**config.mk**
```make
export PLATFORM = sky130hd
export DESIGN_NAME = radix2_butterfly_pipe_flat
export DESIGN_NICKNAME = d
export VERILOG_FILES = /design/src/rtl/radix2_butterfly_pipe_if.sv /design/src/rtl/radix2_butterfly_pipe.sv /design/src/flat_wrapper.sv
export SDC_FILE = /design/constraint.sdc
export NUM_CORES = 2
export LEC_CHECK = 0
export CAP_MARGIN = 20
export CORE_UTILIZATION = 45
export CTS_CLUSTER_DIAMETER = 30
export DETAILED_ROUTE_END_ITERATION = 10
export HOLD_SLACK_MARGIN = 0.08
export SYNTH_ARGS = -nofsm -noshare
export SYNTH_HDL_FRONTEND = slang
export SYNTH_SLANG_ARGS = --single-unit
```
**constraint.sdc**
```tcl
create_clock -name clk -period 7 [get_ports clk]
set_input_delay 1.75 -clock clk [delete_from_list [all_inputs] [get_ports clk]]
set_output_delay 1.75 -clock clk [all_outputs]
set_load 0.005 [all_outputs]
```
**src/rtl/radix2_butterfly_pipe_if.sv**
```systemverilog
// Stream bundle for the radix-2 butterfly: sample-pair input side,
// result output side and the sticky overflow flag with its clear.
interface radix2_butterfly_pipe_if #(
    parameter int DW = 16,
    parameter int TW = 16
);

    logic            in_valid;
    logic [2*DW-1:0] a_in;
    logic [2*DW-1:0] b_in;
    logic [2*TW-1:0] w_in;
    logic            inverse;
    logic            scale;
    logic            ovf_clr;

    logic            out_valid;
    logic [2*DW-1:0] a_out;
    logic [2*DW-1:0] b_out;
    logic            ovf_flag;

    modport master (
        output in_valid, a_in, b_in, w_in,
        output inverse, scale, ovf_clr,
        input  out_valid, a_out, b_out, ovf_flag
    );

    modport slave (
        input  in_valid, a_in, b_in, w_in,
        input  inverse, scale, ovf_clr,
        output out_valid, a_out, b_out, ovf_flag
    );

endinterface

```
**src/rtl/radix2_butterfly_pipe.sv**
```systemverilog
// Pipelined radix-2 DIT butterfly: a_out = a + b*w, b_out = a - b*w,
// with conj(w) for the inverse transform, optional /2 and saturation.
module radix2_butterfly_pipe #(
    parameter int DW = 16,
    parameter int TW = 16
) (
    input  logic                   clk,
    input  logic                   rst_n,
    radix2_butterfly_pipe_if.slave bus
);

    localparam int PW = DW + TW;
    localparam int RW = DW + 2;
    localparam int SW = DW + 3;

    localparam logic signed [TW-1:0] W_MIN = {1'b1, {(TW-1){1'b0}}};
    localparam logic signed [TW-1:0] W_MAX = {1'b0, {(TW-1){1'b1}}};
    localparam logic signed [PW:0]   RND   = (PW+1)'(1) <<< (TW-2);
    localparam logic signed [SW-1:0] O_MAX = {4'b0000, {(DW-1){1'b1}}};
    localparam logic signed [SW-1:0] O_MIN = {4'b1111, {(DW-1){1'b0}}};
    localparam logic signed [SW-1:0] S_ONE = {{(SW-1){1'b0}}, 1'b1};

    // rank 1: registered inputs, twiddle conjugated when inverse
    logic                 v1_q, v1_d;
    logic [2*DW-1:0]      a1_q, a1_d;
    logic signed [DW-1:0] br1_q, br1_d, bi1_q, bi1_d;
    logic signed [TW-1:0] wr1_q, wr1_d, wi1_q, wi1_d;
    logic signed [TW-1:0] wi_in;
    logic                 sc1_q, sc1_d;

    always_comb begin
        v1_d  = bus.in_valid;
        a1_d  = a1_q;
        br1_d = br1_q;
        bi1_d = bi1_q;
        wr1_d = wr1_q;
        wi1_d = wi1_q;
        sc1_d = sc1_q;
        wi_in = bus.w_in[TW-1:0];
        if (bus.in_valid) begin
            a1_d  = bus.a_in;
            br1_d = bus.b_in[2*DW-1:DW];
            bi1_d = bus.b_in[DW-1:0];
            wr1_d = bus.w_in[2*TW-1:TW];
            sc1_d = bus.scale;
            if (!bus.inverse) begin
                wi1_d = wi_in;
            end else if (wi_in == W_MIN) begin
                wi1_d = W_MAX;
            end else begin
                wi1_d = -wi_in;
            end
        end
    end

    // rank 2: partial products
    logic                 v2_q, v2_d;
    logic [2*DW-1:0]      a2_q, a2_d;
    logic                 sc2_q, sc2_d;
    logic signed [PW-1:0] rr2_q, rr2_d, ii2_q, ii2_d;
    logic signed [PW-1:0] ri2_q, ri2_d, ir2_q, ir2_d;

    always_comb begin
        v2_d  = v1_q;
        a2_d  = a2_q;
        sc2_d = sc2_q;
        rr2_d = rr2_q;
        ii2_d = ii2_q;
        ri2_d = ri2_q;
        ir2_d = ir2_q;
        if (v1_q) begin
            a2_d  = a1_q;
            sc2_d = sc1_q;
            rr2_d = PW'(br1_q) * PW'(wr1_q);
            ii2_d = PW'(bi1_q) * PW'(wi1_q);
            ri2_d = PW'(br1_q) * PW'(wi1_q);
            ir2_d = PW'(bi1_q) * PW'(wr1_q);
        end
    end

    // rank 3: complex product rounded back to data scale
    logic                 v3_q, v3_d;
    logic [2*DW-1:0]      a3_q, a3_d;
    logic                 sc3_q, sc3_d;
    logic signed [PW:0]   pr_full, pi_full;
    logic signed [RW-1:0] pr3_q, pr3_d, pi3_q, pi3_d;

    always_comb begin
        v3_d    = v2_q;
        a3_d    = a3_q;
        sc3_d   = sc3_q;
        pr3_d   = pr3_q;
        pi3_d   = pi3_q;
        pr_full = (PW+1)'(rr2_q) - (PW+1)'(ii2_q) + RND;
        pi_full = (PW+1)'(ri2_q) + (PW+1)'(ir2_q) + RND;
        if (v2_q) begin
            a3_d  = a2_q;
            sc3_d = sc2_q;
            pr3_d = RW'(pr_full >>> (TW-1));
            pi3_d = RW'(pi_full >>> (TW-1));
        end
    end

    // rank 4: sum and difference, halved with round-half-up when scaling
    logic                 v4_q, v4_d;
    logic signed [DW-1:0] ar3, ai3;
    logic signed [SW-1:0] sr_raw, si_raw, dr_raw, di_raw;
    logic signed [SW-1:0] sr4_q, sr4_d, si4_q, si4_d;
    logic signed [SW-1:0] dr4_q, dr4_d, di4_q, di4_d;

    function automatic logic signed [SW-1:0] half(
        input logic signed [SW-1:0] x,
        input logic                 en
    );
        half = en ? ((x + S_ONE) >>> 1) : x;
    endfunction

    always_comb begin
        v4_d   = v3_q;
        sr4_d  = sr4_q;
        si4_d  = si4_q;
        dr4_d  = dr4_q;
        di4_d  = di4_q;
        ar3    = a3_q[2*DW-1:DW];
        ai3    = a3_q[DW-1:0];
        sr_raw = SW'(ar3) + SW'(pr3_q);
        si_raw = SW'(ai3) + SW'(pi3_q);
        dr_raw = SW'(ar3) - SW'(pr3_q);
        di_raw = SW'(ai3) - SW'(pi3_q);
        if (v3_q) begin
            sr4_d = half(sr_raw, sc3_q);
            si4_d = half(si_raw, sc3_q);
            dr4_d = half(dr_raw, sc3_q);
            di4_d = half(di_raw, sc3_q);
        end
    end

    // rank 5: saturated outputs and sticky overflow (set beats clear)
    logic            out_valid_q, out_valid_d;
    logic [2*DW-1:0] a_out_q, a_out_d, b_out_q, b_out_d;
    logic            ovf_q, ovf_d;
    logic [DW:0]     s_re, s_im, d_re, d_im;
    logic            any_sat;

    function automatic logic [DW:0] sat(input logic signed [SW-1:0] x);
        if (x > O_MAX) begin
            sat = {1'b1, O_MAX[DW-1:0]};
        end else if (x < O_MIN) begin
            sat = {1'b1, O_MIN[DW-1:0]};
        end else begin
            sat = {1'b0, x[DW-1:0]};
        end
    endfunction

    always_comb begin
        s_re        = sat(sr4_q);
        s_im        = sat(si4_q);
        d_re        = sat(dr4_q);
        d_im        = sat(di4_q);
        any_sat     = s_re[DW] | s_im[DW] | d_re[DW] | d_im[DW];
        out_valid_d = v4_q;
        a_out_d     = a_out_q;
        b_out_d     = b_out_q;
        ovf_d       = ovf_q;
        if (v4_q) begin
            a_out_d = {s_re[DW-1:0], s_im[DW-1:0]};
            b_out_d = {d_re[DW-1:0], d_im[DW-1:0]};
        end
        if (v4_q && any_sat) begin
            ovf_d = 1'b1;
        end else if (bus.ovf_clr) begin
            ovf_d = 1'b0;
        end
    end

    always_ff @(posedge clk or negedge rst_n) begin
        if (!rst_n) begin
            v1_q        <= 1'b0;
            a1_q        <= '0;
            br1_q       <= '0;
            bi1_q       <= '0;
            wr1_q       <= '0;
            wi1_q       <= '0;
            sc1_q       <= 1'b0;
            v2_q        <= 1'b0;
            a2_q        <= '0;
            sc2_q       <= 1'b0;
            rr2_q       <= '0;
            ii2_q       <= '0;
            ri2_q       <= '0;
            ir2_q       <= '0;
            v3_q        <= 1'b0;
            a3_q        <= '0;
            sc3_q       <= 1'b0;
            pr3_q       <= '0;
            pi3_q       <= '0;
            v4_q        <= 1'b0;
            sr4_q       <= '0;
            si4_q       <= '0;
            dr4_q       <= '0;
            di4_q       <= '0;
            out_valid_q <= 1'b0;
            a_out_q     <= '0;
            b_out_q     <= '0;
            ovf_q       <= 1'b0;
        end else begin
            v1_q        <= v1_d;
            a1_q        <= a1_d;
            br1_q       <= br1_d;
            bi1_q       <= bi1_d;
            wr1_q       <= wr1_d;
            wi1_q       <= wi1_d;
            sc1_q       <= sc1_d;
            v2_q        <= v2_d;
            a2_q        <= a2_d;
            sc2_q       <= sc2_d;
            rr2_q       <= rr2_d;
            ii2_q       <= ii2_d;
            ri2_q       <= ri2_d;
            ir2_q       <= ir2_d;
            v3_q        <= v3_d;
            a3_q        <= a3_d;
            sc3_q       <= sc3_d;
            pr3_q       <= pr3_d;
            pi3_q       <= pi3_d;
            v4_q        <= v4_d;
            sr4_q       <= sr4_d;
            si4_q       <= si4_d;
            dr4_q       <= dr4_d;
            di4_q       <= di4_d;
            out_valid_q <= out_valid_d;
            a_out_q     <= a_out_d;
            b_out_q     <= b_out_d;
            ovf_q       <= ovf_d;
        end
    end

    assign bus.out_valid = out_valid_q;
    assign bus.a_out     = a_out_q;
    assign bus.b_out     = b_out_q;
    assign bus.ovf_flag  = ovf_q;

endmodule
```
**src/flat_wrapper.sv**
```systemverilog
// flat-port wrapper written by rule: the top's interface ports become plain ports
module radix2_butterfly_pipe_flat 
#(
    parameter int DW = 16,
    parameter int TW = 16
)
  (clk, rst_n, bus_in_valid, bus_a_in, bus_b_in, bus_w_in, bus_inverse, bus_scale, bus_ovf_clr, bus_out_valid, bus_a_out, bus_b_out, bus_ovf_flag);
  radix2_butterfly_pipe_if #(.DW(DW), .TW(TW)) bus_i ();
  input  logic clk;
  input  logic rst_n;
  input wire logic [$bits(bus_i.in_valid)-1:0] bus_in_valid;
  input wire logic [$bits(bus_i.a_in)-1:0] bus_a_in;
  input wire logic [$bits(bus_i.b_in)-1:0] bus_b_in;
  input wire logic [$bits(bus_i.w_in)-1:0] bus_w_in;
  input wire logic [$bits(bus_i.inverse)-1:0] bus_inverse;
  input wire logic [$bits(bus_i.scale)-1:0] bus_scale;
  input wire logic [$bits(bus_i.ovf_clr)-1:0] bus_ovf_clr;
  output wire logic [$bits(bus_i.out_valid)-1:0] bus_out_valid;
  output wire logic [$bits(bus_i.a_out)-1:0] bus_a_out;
  output wire logic [$bits(bus_i.b_out)-1:0] bus_b_out;
  output wire logic [$bits(bus_i.ovf_flag)-1:0] bus_ovf_flag;
  assign bus_i.in_valid = bus_in_valid;
  assign bus_i.a_in = bus_a_in;
  assign bus_i.b_in = bus_b_in;
  assign bus_i.w_in = bus_w_in;
  assign bus_i.inverse = bus_inverse;
  assign bus_i.scale = bus_scale;
  assign bus_i.ovf_clr = bus_ovf_clr;
  assign bus_out_valid = bus_i.out_valid;
  assign bus_a_out = bus_i.a_out;
  assign bus_b_out = bus_i.b_out;
  assign bus_ovf_flag = bus_i.ovf_flag;
  radix2_butterfly_pipe #(.DW(DW), .TW(TW)) u_core (.clk(clk), .rst_n(rst_n), .bus(bus_i));
endmodule
```
==> flow_metrics.tcl <==
set metrics [dict create \
    nets 8825 \
    maxCapViolations 0 \
    synth-edff-count 0 \
    path_delay_family "adder cells" \
    worstSkewPairLatency_ns 0.78 \
    drt_iter0_markers 2733 \
    clkSlewWorstSetupHoldPaths_ns 0.05 \
    cts_tree "built" \
    syn_inst 6955 \
    cp-start-kind "flop" \
    antenna_found_initial 7 \
    min_path_type "flop to flop" \
    insertedDiodeCount 0 \
    async_reset_ff_share_pct 100 \
    cp_slowest_cell "dfrtp_1" \
    root_buffer "clkbuf_16" \
    layout_setup_ws_ns 0.282 \
    yosysWarnings 0 \
    rsz0062_at_grt "false" \
    path_max_fanout 11 \
    ctsHoldBuffers 0 \
    fillers 13200 \
    max_stage_delay_ns 0.86 \
    syn_to_final_growth_pct 14.8 \
    cp-end-kind "flop" \
    numPortBuffers 167 \
    die_h_um 384 \
    final.setup.tns_ns 0 \
    critPathKind "flop to flop" \
    ys_types 95 \
    cp_common_cell "fa_1" \
    clockBufferDepth 3 \
    numCtsBuffers 132 \
    gp_congestion 0.896 \
    required_ns 7.57 \
    finClkSkew_ns 0.0573 \
    htreeDepth 4 \
    cts_setup_buffers 0 \
    vias 48200 \
    grt_pass1_wl_um 282000 \
    drive_above_1_share_pct 10.2 \
    hold_ws_ns 0.476 \
    post-route-period-util_pct 96.0 \
    initial_core_util_pct 45.6 \
    cp.arrival_ns 7.29 \
    grt_usage_pct 24.5 \
    synth_area_per_cell_um2 9.45 \
    grt_max_degree 150 \
    critPathBufInv 4 \
    syn-num-nets 8636 \
    hold_violations 0 \
    die_area_um2 148000 \
    seqCellArea_um2 11900 \
    route.detailed.drc 0 \
    wl_per_cell_um 19.0 \
    crit_chain "nand2_1, fa_1, inv_1, fa_1, ha_1, fa_1, inv_1, fa_1, fa_1, inv_1, ha_1, a211o_1, a211oi_1, buf_4, nor3_1, or4_1, a31oi_1, nor2_1, a211oi_1, xor2_1, mux2i_1" \
    ant_nets 0 \
    dp_hpwl_um 140000 \
    routed_wl_um 174000 \
    min_period_ns 6.72 \
    clock-sinks 473 \
    viasPerCell 5.27 \
    synthFlopType "dfrtp_1" \
    fmax_mhz 149 \
    io_pins 168 \
    status "finished, final reports clean" \
    dp_slack_ns 0.136 \
    first_global_vias 51000 \
    tightest_slew_ns 1.07 \
    gr-total-overflow 0 \
    fp-row-count 139 \
    dr.pass1.iters 7 \
    die_w_um 384 \
    ys_seq_elements 473 \
    multi_input_area_um2 47600 \
    ys_seq_area_share_pct 18.0 \
    synth_area_um2 65700 \
    finalMaxSlewViolations 0 \
    r2r_setup_slack_ns 0.28 \
    maxSlewHeadroom_pct 28.6 \
    coreArea_um2 144000 \
    setup_viol 0 \
    cts.repair.resized 0 \
]
cell usage in the layout, fill, tap and decap left out, types with 28 or more instances in the layout:
cell type	count
and3_1	28
buf_4	178
o22ai_1	71
o21ai_0	192
clkbuf_16	133
ha_1	527
clkdlybuf4s50_1	165
nand2b_1	45
a21oi_1	247
xor2_1	52
dfrtp_1	455
mux2_2	233
a211oi_1	33
xnor2_1	186
nand3_1	77
nor2b_1	39
a21o_1	98
and2_1	506
a31oi_1	36
nand2_1	643
o21a_1	36
fa_1	1049
nor3_1	69
inv_1	1349
mux2i_1	32
nor2_1	283
synth_stat cells, types with 37 or more instances:
| master | instances | share of area [%] |
|---|---|---|
| inv_1 | 1349 | 7.7 |
| fa_1 | 1052 | 32 |
| nand2_1 | 643 | 3.7 |
| ha_1 | 527 | 10 |
| and2_1 | 506 | 4.8 |
| dfrtp_1 | 473 | 18 |
| clkbuf_1 | 294 | 1.7 |
| nor2_1 | 283 | 1.6 |
| a21oi_1 | 247 | 1.9 |
| mux2_2 | 233 | 4.0 |
| o21ai_0 | 192 | 1.5 |
| xnor2_1 | 186 | 2.5 |
| a21o_1 | 98 | 1.1 |
| nand3_1 | 77 | 0.59 |
| o22ai_1 | 71 | 0.68 |
| nor3_1 | 69 | 0.53 |
| xor2_1 | 52 | 0.69 |
| nand2b_1 | 45 | 0.43 |
| nor2b_1 | 39 | 0.37 |
| a31oi_1 | 37 | 0.35 |
area by class of cell:
class | instances | share of cell area (%)
multi-input combinational | 4816 | 63.1
sequential | 473 | 15.7
inverter | 1352 | 6.73
clock buffer | 166 | 4.84
timing repair buffer | 369 | 4.63
tap | 1903 | 3.16
clock inverter | 75 | 1.76
registers in the layout (all words and copies together), names as in the netlist, 19 cells and up:
register / flops
u_core.a1_q: 32
u_core.a2_q: 32
u_core.a3_q: 32
u_core.bus.a_out: 32
u_core.bus.b_out: 32
u_core.di4_q: 19
u_core.dr4_q: 19
u_core.ii2_q: 32
u_core.ir2_q: 32
u_core.ri2_q: 32
u_core.rr2_q: 32
u_core.si4_q: 19
u_core.sr4_q: 19
kinds of logic (layout without fill, tap and decap cells):
family | count (synthesis) | count (layout) | synth area share, %
and+or+nand+nor | 1814 | 1814 | 13.7
DFF | 473 | 473 | 18.0
xor gates and xnor gates | 239 | 239 | 3.20
buffers and inverters | 1666 | 1962 | 9.54
adders and majority gates | 1579 | 1579 | 42.1
muxes | 265 | 265 | 4.48
AOI/OAI and AO/OA | 919 | 919 | 8.96
metal layers:
metal | share of wire, % | track usage, %
met5 | 0 | 0
met4 | 3.5 | 8.56
met3 | 5.0 | 3.88
met2 | 47 | 40.1
met1 | 44 | 32.8
final timing paths:
path                                                      to  cells past startpoint                          from
worst min-delay path            u_core.sr4_q[11]$_DFFE_PN0P_                      1  u_core.sr4_q[11]$_DFFE_PN0P_
max in group asynchronous       u_core.wr1_q[14]$_DFFE_PN0P_                      2                         rst_n
worst max register to register  u_core.ii2_q[24]$_DFFE_PN0P_                     21   u_core.bi1_q[1]$_DFFE_PN0P_
worst max-delay path            u_core.ii2_q[24]$_DFFE_PN0P_                     21   u_core.bi1_q[1]$_DFFE_PN0P_
worst min register to register  u_core.sr4_q[11]$_DFFE_PN0P_                      1  u_core.sr4_q[11]$_DFFE_PN0P_
min in group asynchronous        u_core.a1_q[19]$_DFFE_PN0P_                      1                         rst_n
per-stage QoR:
| step | std cells | util (%) | area, um2 |
|---|---|---|---|
| global route | 9154 | 52.3 | 75400 |
| global placement | 8910 | 48.8 | 70400 |
| floorplan | 6955 | - | 65700 |
| finish | 9154 | 52.3 | 75400 |
| CTS | 9151 | 52.3 | 75400 |
| detailed placement | 8910 | 48.8 | 70400 |
Power is not shown: default switching activity piles up to over one toggle a cycle in this logic, so the estimate is an artifact.
